--- config.mk ---
export PLATFORM = sky130hd
export DESIGN_NAME = instr_mem_arbiter
export DESIGN_NICKNAME = d
export VERILOG_FILES = /design/src/rtl/vpu_ctrl_pkg.sv /design/src/rtl/sat_counter.sv /design/src/rtl/instr_mem_arbiter.sv
export SDC_FILE = /design/constraint.sdc
export NUM_CORES = 1
export LEC_CHECK = 0
export ABC_AREA = 1
export CORE_AREA = 2 2 97 99
export DETAILED_ROUTE_END_ITERATION = 16
export DIE_AREA = 0 0 99 101
export GPL_TIMING_DRIVEN = 0
export PLACE_DENSITY = 0.88
export SKIP_LAST_GASP = 1
export SLEW_MARGIN = 15
export SYNTH_ARGS = -nofsm -noshare
export SYNTH_HDL_FRONTEND = slang
export SYNTH_SLANG_ARGS = --single-unit
--- constraint.sdc ---
create_clock -name clk -period 3.3 [get_ports clk]
set_input_delay 0.33 -clock clk [delete_from_list [all_inputs] [get_ports clk]]
set_output_delay 0.33 -clock clk [all_outputs]
set_load 0.02 [all_outputs]
--- src/rtl/vpu_ctrl_pkg.sv ---
// rtl/vpu_ctrl_pkg.sv - shared types for the instruction-memory arbiter
package vpu_ctrl_pkg;

  typedef enum logic [1:0] {
    IDLE   = 2'd0,
    FETCH  = 2'd1,
    LOAD   = 2'd2,
    LOCKED = 2'd3
  } arb_state_t;

  typedef enum logic {
    WIN_FETCH = 1'b0,
    WIN_LOAD  = 1'b1
  } winner_t;

  localparam logic [1:0] OWNER_IDLE   = 2'd0;
  localparam logic [1:0] OWNER_FETCH  = 2'd1;
  localparam logic [1:0] OWNER_LOAD   = 2'd2;
  localparam logic [1:0] OWNER_LOCKED = 2'd3;

endpackage

--- src/rtl/sat_counter.sv ---
// rtl/sat_counter.sv - saturating up-counter for debug statistics
module sat_counter #(
  parameter int CNT_WIDTH = 16
) (
  input  logic                 clk,
  input  logic                 rst_n,
  input  logic                 inc,
  output logic [CNT_WIDTH-1:0] count
);

  localparam logic [CNT_WIDTH-1:0] ONE = CNT_WIDTH'(1);

  always_ff @(posedge clk or negedge rst_n) begin
    if (!rst_n) begin
      count <= '0;
    end else if (inc && (count != '1)) begin
      count <= count + ONE;
    end
  end

endmodule

--- src/rtl/instr_mem_arbiter.sv ---
// rtl/instr_mem_arbiter.sv - round-robin share of the instruction RAM between
// FSM fetch reads and UART loader writes, with loader lock and debug counters
module instr_mem_arbiter
  import vpu_ctrl_pkg::*;
#(
  parameter int INSTR_WIDTH = 32,
  parameter int INSTR_DEPTH = 256,
  parameter int ADDR_WIDTH  = $clog2(INSTR_DEPTH),
  parameter int CNT_WIDTH   = 16
) (
  input  logic                   clk,
  input  logic                   rst_n,
  input  logic                   fetch_req,
  input  logic [ADDR_WIDTH-1:0]  fetch_addr,
  output logic                   fetch_gnt,
  output logic                   fetch_rvalid,
  output logic [INSTR_WIDTH-1:0] fetch_rdata,
  input  logic                   load_lock,
  input  logic                   load_req,
  input  logic [ADDR_WIDTH-1:0]  load_addr,
  input  logic [INSTR_WIDTH-1:0] load_wdata,
  output logic                   load_gnt,
  output logic                   load_err,
  output logic                   mem_en,
  output logic                   mem_we,
  output logic [ADDR_WIDTH-1:0]  mem_addr,
  output logic [INSTR_WIDTH-1:0] mem_wdata,
  input  logic [INSTR_WIDTH-1:0] mem_rdata,
  output logic [1:0]             owner,
  output logic [CNT_WIDTH-1:0]   stall_cnt,
  output logic [CNT_WIDTH-1:0]   write_cnt
);

  // One extra bit so a depth equal to 2**ADDR_WIDTH is representable.
  localparam logic [ADDR_WIDTH:0] DEPTH_LIMIT = (ADDR_WIDTH + 1)'(INSTR_DEPTH);

  arb_state_t             state;
  winner_t                last_winner;
  logic                   rvalid_q;
  logic [INSTR_WIDTH-1:0] rdata_q;
  logic                   load_oor;

  // Grants are masked while rst_n is low so nothing reaches the RAM in reset.
  always_comb begin
    fetch_gnt = 1'b0;
    load_gnt  = 1'b0;
    load_err  = 1'b0;
    mem_en    = 1'b0;
    mem_we    = 1'b0;
    mem_addr  = '0;
    mem_wdata = '0;
    load_oor  = ({1'b0, load_addr} >= DEPTH_LIMIT);

    if (rst_n) begin
      if (load_lock) begin
        load_gnt = load_req;
      end else if (fetch_req && load_req) begin
        if (last_winner == WIN_LOAD) fetch_gnt = 1'b1;
        else                         load_gnt  = 1'b1;
      end else begin
        fetch_gnt = fetch_req;
        load_gnt  = load_req;
      end
    end

    if (fetch_gnt) begin
      mem_en   = 1'b1;
      mem_addr = fetch_addr;
    end else if (load_gnt) begin
      if (load_oor) begin
        load_err = 1'b1;
      end else begin
        mem_en    = 1'b1;
        mem_we    = 1'b1;
        mem_addr  = load_addr;
        mem_wdata = load_wdata;
      end
    end
  end

  // Holding last_winner at LOAD during lock hands the first tie after release to fetch.
  always_ff @(posedge clk or negedge rst_n) begin
    if (!rst_n) begin
      state       <= IDLE;
      last_winner <= WIN_LOAD;
    end else begin
      if (load_lock)      state <= LOCKED;
      else if (fetch_gnt) state <= FETCH;
      else if (load_gnt)  state <= LOAD;
      else                state <= IDLE;

      if (load_lock)      last_winner <= WIN_LOAD;
      else if (fetch_gnt) last_winner <= WIN_FETCH;
      else if (load_gnt)  last_winner <= WIN_LOAD;
    end
  end

  always_ff @(posedge clk or negedge rst_n) begin
    if (!rst_n) begin
      rvalid_q <= 1'b0;
      rdata_q  <= '0;
    end else begin
      rvalid_q <= fetch_gnt;
      if (rvalid_q) rdata_q <= mem_rdata;
    end
  end

  // Data is forwarded from the RAM in the rvalid cycle and held from the register after.
  assign fetch_rvalid = rvalid_q;
  assign fetch_rdata  = rvalid_q ? mem_rdata : rdata_q;
  assign owner        = state;

  sat_counter #(.CNT_WIDTH(CNT_WIDTH)) u_stall_cnt (
    .clk   (clk),
    .rst_n (rst_n),
    .inc   (fetch_req && !fetch_gnt),
    .count (stall_cnt)
  );

  sat_counter #(.CNT_WIDTH(CNT_WIDTH)) u_write_cnt (
    .clk   (clk),
    .rst_n (rst_n),
    .inc   (load_gnt && !load_err),
    .count (write_cnt)
  );

endmodule
### Word level (Yosys, flattened, before mapping)

Cells that the tools add are included.

| cells by class | value |
|---|---|
| $add $sub $neg | 2 |
| equality and inequality tests | 2 |
| mux-type cells | 22 |
| reduce and logical (&&, ||, !) cells | 6 |

Operator list:

| cell | number |
|---|---|
| $mux W32 | 3 |
| $add A16 B1 Y16 const B | 2 |
| $ne A16 B16 Y1 const B | 2 |
| $mux W8 | 2 |
| $mux W1 | 14 |
| $mux W2 | 3 |
| $logic_and A1 B1 Y1 | 4 |
| $reduce_bool A3 Y1 | 1 |
| $logic_not A1 Y1 | 1 |

| storage, ports and cells | value |
|---|---|
| flip-flop bits (word level) | 68 |

### Logic depth before layout (Yosys ltp)

Gate-level depths: netlist of run 1.

| depth | value |
|---|---|
| depth in word-level cells | 7 |
| gate-level depth with buffers | 10 |

### Hierarchy

Synthesis of run 1 repeated with hierarchy kept, for this count alone.

| unflattened totals | value |
|---|---|
| cell total of the unflattened synthesis | 485 |
| area total of the unflattened synthesis | 4160.2 µm² |

By module, submodules not included:

| module | times used | cells each | area an instance (µm²) | sequential area each (µm²) |
|---|---|---|---|---|
| sat_counter | 2 | 149 | 1058.5 | 400.4 |
| instr_mem_arbiter | 1 | 187 | 2043.2 | 902.1 |

### Worst setup path before layout of run 1

No wires, ideal clock.

| path | value |
|---|---|
| kind | register to register |
| start point | register u_stall_cnt.count[0] |
| end point | register u_stall_cnt.count[12] |
| setup time | 118 ps |
| arrival time | 1518 ps |
| required time | 3182 ps |
| setup slack | 1664 ps |
| cell stages (with the launch flop) | 10 |
| buffers on the path | 1 |
| period minus slack after synthesis | 1636 ps |
| cell sequence | dfrtp_1 > ha_1 > nand2_2 > nor2_4 > nand2_4 > nor2_4 > nor2_4 > buf_12 > nand2_2 > o21ai_2 |

| on the way | value |
|---|---|
| word-level cells in the longest chain between the ends | 2 |

RTL lines:

| element | line | text |
|---|---|---|
| start, declared | sat_counter.sv:8 | `output logic [CNT_WIDTH-1:0] count` |
| start signal, assigned | sat_counter.sv:17 | `count <= count + ONE;` |
| branches (longest 2 deep; another with $add A16 B1 Y16) | - |  |

Several ways; the timed one is not identified.
A chain may end at the register's enable or synchronous reset.

### Worst setup path after layout of run 1

| path | value |
|---|---|
| start point | input rst_n |
| end point | output mem_addr[6] |

| on the way | value |
|---|---|
| word-level cells in the longest chain between the ends | 3 |

RTL lines:

| element | line | text |
|---|---|---|
| start, declared | instr_mem_arbiter.sv:12 | `input logic rst_n,` |
| $mux W1 | instr_mem_arbiter.sv:54 | `if (rst_n) begin` |
| $mux W8 | instr_mem_arbiter.sv:69 | `end else if (load_gnt) begin` |
| $mux W8 * | instr_mem_arbiter.sv:66 | `if (fetch_gnt) begin` |
| end, declared | instr_mem_arbiter.sv:26 | `output logic [ADDR_WIDTH-1:0] mem_addr,` |

Every way passes the cells marked *; elsewhere a longest branch is shown, timed or not.

==> flow_metrics.tcl, run 1 <==
set metrics [dict create \
    area_growth_pct 61.1 \
    wirelength_um 11800 \
    antenna_found_initial 0 \
    peakVddDrop_v 0.000231 \
    drive_above_1_share_pct 12.2 \
    gp_congestion 0.882 \
    postCtsHoldBufs 1 \
    clk_path_buf_depth 2 \
    clock.fmax_mhz 325 \
    syn-num-nets 553 \
    dp.cells 773 \
    drtPass1Iterations 5 \
    status "finished clean" \
    routed_via_density 4.98 \
    grt_overflow_total 0 \
    dp_slack_ps 683 \
    setup_violations 0 \
    cts_tree "done" \
    grt_use_total_pct 23.0 \
    via_count 3937 \
    grt_pass1_vias 3828 \
    synth_top_family_by_area "simple AND/OR/NAND/NOR gates" \
    avgRoutedWirePerCell_um 14.9 \
    final_common_cell "clkdlybuf4s50_1" \
    die_area_sq_mm 0.0100 \
    period_share_pct 93.2 \
    most-common-layout-cells "clkdlybuf4s50_1 (194), nand2_1 (129), nor2_1 (67), dfrtp_1 (67), inv_1 (60)" \
    skew_ps 10.8 \
    yosys_warnings 0 \
    dp_hpwl_um 9280 \
    end_kind "primary output" \
    drv_slew 0 \
    synth-simple-area-share_pct 28.3 \
    grt_max_degree 44 \
    p_leak_nw 2.77 \
    post_cts_resized 0 \
    critPathMaxFanout 28 \
    synth.yosys.seq_area_share_pct 45.1 \
    rsz0062_at_grt "false" \
    yosys.area_share.xor_xnor_pct 3.02 \
    worstSetupPathType "in2out" \
    ant_nets 0 \
    syn-cell-area_sq_mm 0.00377 \
    cp_data_arrival_time_ps 2740 \
    synth_seq_cells 68 \
    io_buffers 195 \
    fin_util_pct 67.7 \
    synthMuxAreaShare_pct 9.55 \
    max-cap-violations 0 \
    io_pins 197 \
    grt_pass1_wl_um 18400 \
    syn_inst 466 \
    drcViolationCount 0 \
    path_clk_slew_ps 80 \
    finalNetCount 761 \
    critPathLaunchType "input pin" \
    synth_compound_area_share_pct 4.31 \
    start_util_pct 42.0 \
    hold_path_class "in2async" \
    post-cts-setup-buffer-count 0 \
    cts_buffers 9 \
    power_density_mw_per_mm2 481 \
    timing.final.ws_setup_ps 226 \
    syn_area_per_cell_sq_um 8.10 \
    clock-sinks 68 \
    stdcell_count 790 \
    die_x_um 99 \
    worstPathRequired_ps 2970 \
    clock_latency_ps 340 \
    cts-root-buf "clkbuf_8" \
    antennaDiodeCount 0 \
    first_iter_violations 102 \
    rows 35 \
    die_height_um 101 \
    worst_r2r_path_depth 9 \
    hold_viol 0 \
    h-tree-depth 3 \
    synthDistinctLibCells 31 \
    core_region_area_sq_mm 0.00898 \
    layout_min_cycle_time_ps 3070 \
    synthAdderAreaFrac_pct 0.663 \
]
-- stage by stage --
step / hold WS [ps] / power (mW) / setup TNS, ps / instance area, sq um
after floorplan: 34.4 / 1.70 / 0 / 3770
after global placement: 467 / 2.24 / -141110 / 5860
after detailed placement: 275 / 2.29 / 0 / 5880
after CTS: 452 / 2.94 / 0 / 6080
after global routing: 465 / 3.07 / 0 / 6080
final: 443 / 2.92 / 0 / 6080
-- registers in the layout, indices dropped and copies added (netlist names) --
register           count
fetch_rvalid           1
last_winner            1
owner                  2
rdata_q               32
u_stall_cnt.count     16
u_write_cnt.count     16
-- area by class of cell --
class                   instances  area (sq um)
fillers                       706          2900
repair buffers                197          1980
multi-input cells             320          1730
flip-flops and latches         68          1700
inverters                      64           241
clock buffers                  11           151
well taps                     111           139
plain buffers                  14          96.3
clock inverters                 5          35.0
-- power by group --
group          switching [mW]  internal [mW]
clock                   0.337          0.315
sequential              0.138          0.989
combinational           0.578          0.565
total                    1.05           1.87
-- path summary, 6_finish.rpt --
| kind | startpoint | endpoint | slack, ps |
|---|---|---|---|
| max | rst_n | mem_addr[6] | 230 |
| min | rst_n | u_stall_cnt.count[4]$_DFFE_PN0P_ | 440 |
| max reg2reg | u_stall_cnt.count[0]$_DFFE_PN0P_ | u_stall_cnt.count[12]$_DFFE_PN0P_ | 1540 |
| min reg2reg | rdata_q[4]$_DFF_PN0_ | rdata_q[4]$_DFF_PN0_ | 490 |
| max in group asynchronous | rst_n | rdata_q[16]$_DFF_PN0_ | 2290 |
| min in group clk | rdata_q[4]$_DFF_PN0_ | rdata_q[4]$_DFF_PN0_ | 490 |
-- cells by family (layout without fill, tap and decap cells) --
kind of cell,Yosys count,in the layout
simple gates,251,251
buf+inv,78,291
flops,68,68
mux,32,32
compound gates,21,21
xor+xnor,13,13
fa+ha+maj,2,2
other cells,1,1
-- layer usage --
layer	global-route usage, %	up-vias	wire (um)
li1	-	1870	-
met1	27.5	1869	4550
met2	41.6	174	6180
met3	4.02	24	777
met4	8.22	0	266
met5	0	-	0
-- Yosys cell counts (all sizes together) --
library cell	instances	area share, %
clkbuf	2	0.20
nand3	31	4.1
dfstp	1	0.70
nand2	138	14
nand4	10	1.7
dfrtp	67	44
clkinv	2	0.23
o21ai	12	2.3
buf	12	2.4
xor2	11	2.6
mux2	32	9.5
xnor2	2	0.46
a31oi	1	0.17
inv	62	6.2
a22o	8	1.9
nor2	71	7.9
nand3b	1	0.20
ha	2	0.66
conb	1	0.099
-- critical path, stage by stage --
cell,delay [ps]
dlygate4sd3_1,520
buf_4,350
nand2_1,130
inv_1,100
nand2_2,130
inv_2,90
buf_2,260
a22o_1,180
clkdlybuf4s50_1,620
Power figures use the tool's default switching activity.
==> inputs of run 2 (changes only) <==
- PLACE_DENSITY: 0.88 -> 0.85
==> flow_metrics.tcl, run 2 (synthesized netlist as in run 1, its figures left out) <==
set metrics [dict create \
    die_x_um 99 \
    fin_util_pct 68.0 \
    p_leak_nw 2.78 \
    cts_tree "done" \
    reg_top3 "rdata_q: 32 flops, u_stall_cnt.count: 16 flops, u_write_cnt.count: 16 flops" \
    drv_slew 0 \
    largest_reg_flops 32 \
    clock.fmax_mhz 330 \
    place_area_sq_mm 0.00589 \
    final_common_cell "clkdlybuf4s50_1" \
    finalNetCount 761 \
    die_area_sq_mm 0.0100 \
    cts-root-buf "clkbuf_8" \
    final_area_sq_mm 0.00611 \
    cp_top_family "buffers and inverters" \
    skew_ps 13.7 \
    clock_latency_ps 340 \
    grt_max_degree 46 \
    post_cts_resized 0 \
    drive_above_1_share_pct 12.2 \
    dp_hpwl_um 8900 \
    drcViolationCount 0 \
    stdcell_count 790 \
    peakVddDrop_v 0.000267 \
    worstSetupPathType "in2out" \
    period_share_pct 91.8 \
    clk_path_buf_depth 2 \
    antenna_found_initial 0 \
    core_region_area_sq_mm 0.00898 \
    drtPass1Iterations 4 \
    end_kind "primary output" \
    path_buf_inv 6 \
    die_height_um 101 \
    dp_slack_ps 668 \
    crit_path_top_delay_cell "clkdlybuf4s50_1" \
    grt_overflow_total 0 \
    timing.rr.end "u_write_cnt.count[9]$_DFFE_PN0P_" \
    antennaDiodeCount 0 \
    wirelength_um 11200 \
    reg2reg_slack_ps 1570 \
    rr_startpoint "u_write_cnt.count[0]$_DFFE_PN0P_" \
    layout_min_cycle_time_ps 3030 \
    hold_viol 0 \
    regArea_sq_mm 0.00170 \
    critPathLaunchType "input pin" \
    max-cap-violations 0 \
    worstPathRequired_ps 2970 \
    grt_pass1_vias 3843 \
    io_buffers 195 \
    h-tree-depth 3 \
    largest_register "rdata_q" \
    power_density_mw_per_mm2 490 \
    avgRoutedWirePerCell_um 14.2 \
    via_count 3839 \
    routed_via_density 4.86 \
    gp_congestion 0.896 \
    critPathMaxFanout 26 \
    timing.final.ws_setup_ps 271 \
    worstPathCellList "dlygate4sd3_1 > buf_4 > nand2_1 > inv_1 > nand2_2 > inv_2 > buf_2 > a22o_1 > clkdlybuf4s50_1" \
    grt_pass1_wl_um 17700 \
    grt_use_total_pct 22.0 \
    tns_ps 0 \
    max_stage_delay_ps 610 \
    most-common-layout-cells "clkdlybuf4s50_1 (194), nand2_1 (129), nor2_1 (67), dfrtp_1 (67), inv_1 (60)" \
    path_clk_slew_ps 80 \
    multi_input_area_sq_mm 0.00173 \
    first_iter_violations 103 \
    status "finished clean" \
    cts_buffers 9 \
    cp_data_arrival_time_ps 2700 \
    clock-sinks 68 \
    setup_violations 0 \
    start_util_pct 42.0 \
    hold-worst-slack_ps 430 \
    dp.cells 773 \
    hold_path_class "in2async" \
    rsz0062_at_grt "false" \
    fillers 723 \
    ant_nets 0 \
    io_pins 197 \
    rows 35 \
    area_growth_pct 61.8 \
    worst_r2r_path_depth 9 \
    p_total_mw 2.99 \
]
[run 2: changes by cell type in the layout (fill, tap and decap cells not counted), sizes merged]
cell,before,now
clkinvlp,1,0
bufinv,0,1
clkinv,5,4
clkbuf,13,12
inv,63,65
[run 2: cell type report]
class                           count  share of cell area, %
Timing Repair Buffer              197                   32.5
Multi-Input combinational cell    320                   28.4
Sequential cell                    68                   27.9
Inverter                           64                   3.95
Tap cell                          111                   2.27
Clock buffer                       10                   2.25
Buffer                             14                   1.58
Clock inverter                      6                   1.15
[run 2: worst max-delay path by stage]
stage	slack [ps]	end	cells after the start	startpoint
2_1_floorplan	1660	u_stall_cnt.count[12]$_DFFE_PN0P_	9	u_stall_cnt.count[0]$_DFFE_PN0P_
3_3_place_gp	-1850	mem_addr[7]	8	rst_n
3_5_place_dp	670	mem_wdata[23]	8	fetch_req
4_1_cts	240	mem_addr[7]	9	rst_n
5_1_grt	90	mem_addr[7]	9	rst_n
6_report	270	mem_addr[7]	9	rst_n
[run 2: power by group]
group,total (mW),switching [mW],internal (mW)
logic,1.14,0.573,0.566
registers,1.12,0.135,0.989
clock network,0.728,0.350,0.378
total,2.99,1.06,1.93
[run 2: what timing repair did]
action                    in CTS  in global routing
hold endpoints to repair      22                  0
hold buffers                   1                  0
setup buffers                  0                  0
[run 2: per-layer routing]
metal / wire [um] / global-route usage, % / part of all wire (%) / vias up
li1: - / - / - / 1876
met1: 4330 / 24.9 / 39 / 1782
met2: 5850 / 40.0 / 52 / 156
met3: 716 / 5.13 / 6.4 / 25
met4: 308 / 8.96 / 2.7 / 0
met5: 0 / 0 / 0 / -
==> inputs of run 3 (changes only) <==
- CORE_AREA: 2 2 97 99 -> 2 2 78 80
- DIE_AREA: 0 0 99 101 -> 0 0 80 82
- DONT_BUFFER_PORTS: not set -> 1
- PLACE_DENSITY: 0.85 -> 0.82
- SETUP_SLACK_MARGIN: not set -> 0.5
==> flow_metrics.tcl, run 3 (synthesized netlist as in run 1, its figures left out) <==
set metrics [dict create \
    status "finished clean" \
    gp_congestion 0.900 \
    die_x_um 80 \
    timing.final.ws_setup_ps 1090 \
    largest_register "rdata_q" \
    largest_reg_flops 32 \
    ant_nets 0 \
    hold_depth 2 \
    holdCritStartpoint "load_lock" \
    first_iter_violations 154 \
    relSlewSlack_pct 65.8 \
    antenna_found_initial 0 \
    via_count 3183 \
    hold_viol 0 \
    clock_latency_ps 340 \
    grt_use_total_pct 29.6 \
    final_common_cell "nand2_1" \
    h-tree-depth 3 \
    critPathLaunchType "flop" \
    dp_hpwl_um 7500 \
    cp_data_arrival_time_ps 1880 \
    area_growth_pct 8.95 \
    most-common-layout-cells "nand2_1 (129), nor2_1 (67), dfrtp_1 (67)" \
    hold-worst-slack_ps 135 \
    end_kind "primary output" \
    grt_max_degree 69 \
    io_buffers 0 \
    reg_top3 "rdata_q: 32 flops, u_stall_cnt.count: 16 flops, u_write_cnt.count: 16 flops" \
    timing.rr.end "u_write_cnt.count[14]$_DFFE_PN0P_" \
    drv_slew 0 \
    worstPathRequired_ps 2970 \
    die_area_sq_mm 0.00656 \
    critPathMaxFanout 11 \
    hold_path_class "in2reg" \
    wirelength_um 9780 \
    grt_pass1_wl_um 14600 \
    path_clk_slew_ps 80 \
    core_region_area_sq_mm 0.00575 \
    drive_above_1_share_pct 16.9 \
    tightest_slew_ps 511 \
    p_leak_nw 2.04 \
    cts_buffers 9 \
    rr_startpoint "u_write_cnt.count[0]$_DFFE_PN0P_" \
    min_to "owner[1]$_DFF_PN0_" \
    tns_ps 0 \
    routed_via_density 5.69 \
    reg2reg_slack_ps 1450 \
    cts-root-buf "clkbuf_8" \
    max-cap-violations 0 \
    drcViolationCount 0 \
    grt_overflow_total 0 \
    rows 28 \
    clock.fmax_mhz 453 \
    peakVddDrop_v 0.000490 \
    setup_violations 0 \
    start_util_pct 65.7 \
    cts_tree "done" \
    post_cts_resized 0 \
    drtPass1Iterations 4 \
    clk_path_buf_depth 2 \
    worstSetupPathType "reg2out" \
    antennaDiodeCount 0 \
    layout_min_cycle_time_ps 2210 \
    clock-sinks 68 \
    skew_ps 11.1 \
    avgRoutedWirePerCell_um 17.5 \
    die_height_um 82 \
    rsz0062_at_grt "false" \
    worst_r2r_path_depth 9 \
    io_pins 197 \
    period_share_pct 66.9 \
    fillers 443 \
    power_density_mw_per_mm2 620 \
    grt_pass1_vias 3005 \
    dp_slack_ps 1450 \
    finalNetCount 566 \
]
==> run 3: changes by cell type in the layout (fill, tap and decap cells not counted), sizes merged <==
cell,before,now
clkinv,4,2
buf,14,13
clkbuf,12,11
inv,65,66
clkinvlp,0,2
clkdlybuf4s50,194,0
==> run 3: critical path, cell delays in order, from the launching register on <==
cell	delay [ps]
dfstp_2	370
inv_1	60
nand2_1	50
nand3_1	160
clkinv_1	440
a22o_1	460
==> run 3: per-layer routing <==
layer  vias to the layer above  wire length, um  track usage [%]
li1                       1483                -                -
met2                       169             5010             49.9
met3                        28              698             7.25
met5                         -                0                0
met1                      1503             3790             35.7
met4                         0              279             13.9
==> run 3: timing repair <==
action / in CTS / in global routing
setup buffers: 0 / 0
endpoints found under the hold margin: 68 / 0
hold buffers: 2 / 0
==> run 3: area by class of cell <==
| type | count | area [sq um] | area share (%) |
|---|---|---|---|
| repair buffers | 2 | 37.5 | 0.913 |
| flip-flops and latches | 68 | 1700 | 41.4 |
| clock buffers | 9 | 124 | 3.01 |
| multi-input cells | 320 | 1730 | 42.1 |
| clock inverters | 7 | 82.6 | 2.01 |
| well taps | 75 | 93.8 | 2.28 |
| inverters | 64 | 241 | 5.87 |
| plain buffers | 14 | 96.3 | 2.34 |
==> run 3: through the flow <==
step	util [%]	total power [mW]	std cells	area, sq um
6_report	71.6	2.55	559	4110
5_1_grt	71.6	2.67	559	4110
4_1_cts	71.6	2.56	559	4110
3_5_place_dp	67.3	1.82	541	3870
3_3_place_gp	67.3	1.79	541	3870
2_1_floorplan	-	1.70	466	3770
==> run 3: worst max-delay path by stage <==
stage / startpoint / endpoint / slack, ps / depth (start not counted)
after floorplan: u_stall_cnt.count[0]$_DFFE_PN0P_ / u_stall_cnt.count[12]$_DFFE_PN0P_ / 1660 / 9
after global placement: last_winner$_DFFE_PN1P_ / mem_addr[2] / 1500 / 5
after detailed placement: u_write_cnt.count[0]$_DFFE_PN0P_ / u_write_cnt.count[14]$_DFFE_PN0P_ / 1450 / 9
after CTS: last_winner$_DFFE_PN1P_ / mem_addr[2] / 1080 / 5
after global routing: last_winner$_DFFE_PN1P_ / mem_addr[2] / 950 / 5
final: last_winner$_DFFE_PN1P_ / mem_addr[2] / 1090 / 5
==> run 3: where the power goes <==
group / switching, mW / internal [mW]
clock network: 0.359 / 0.362
registers: 0.245 / 0.987
logic: 0.406 / 0.189
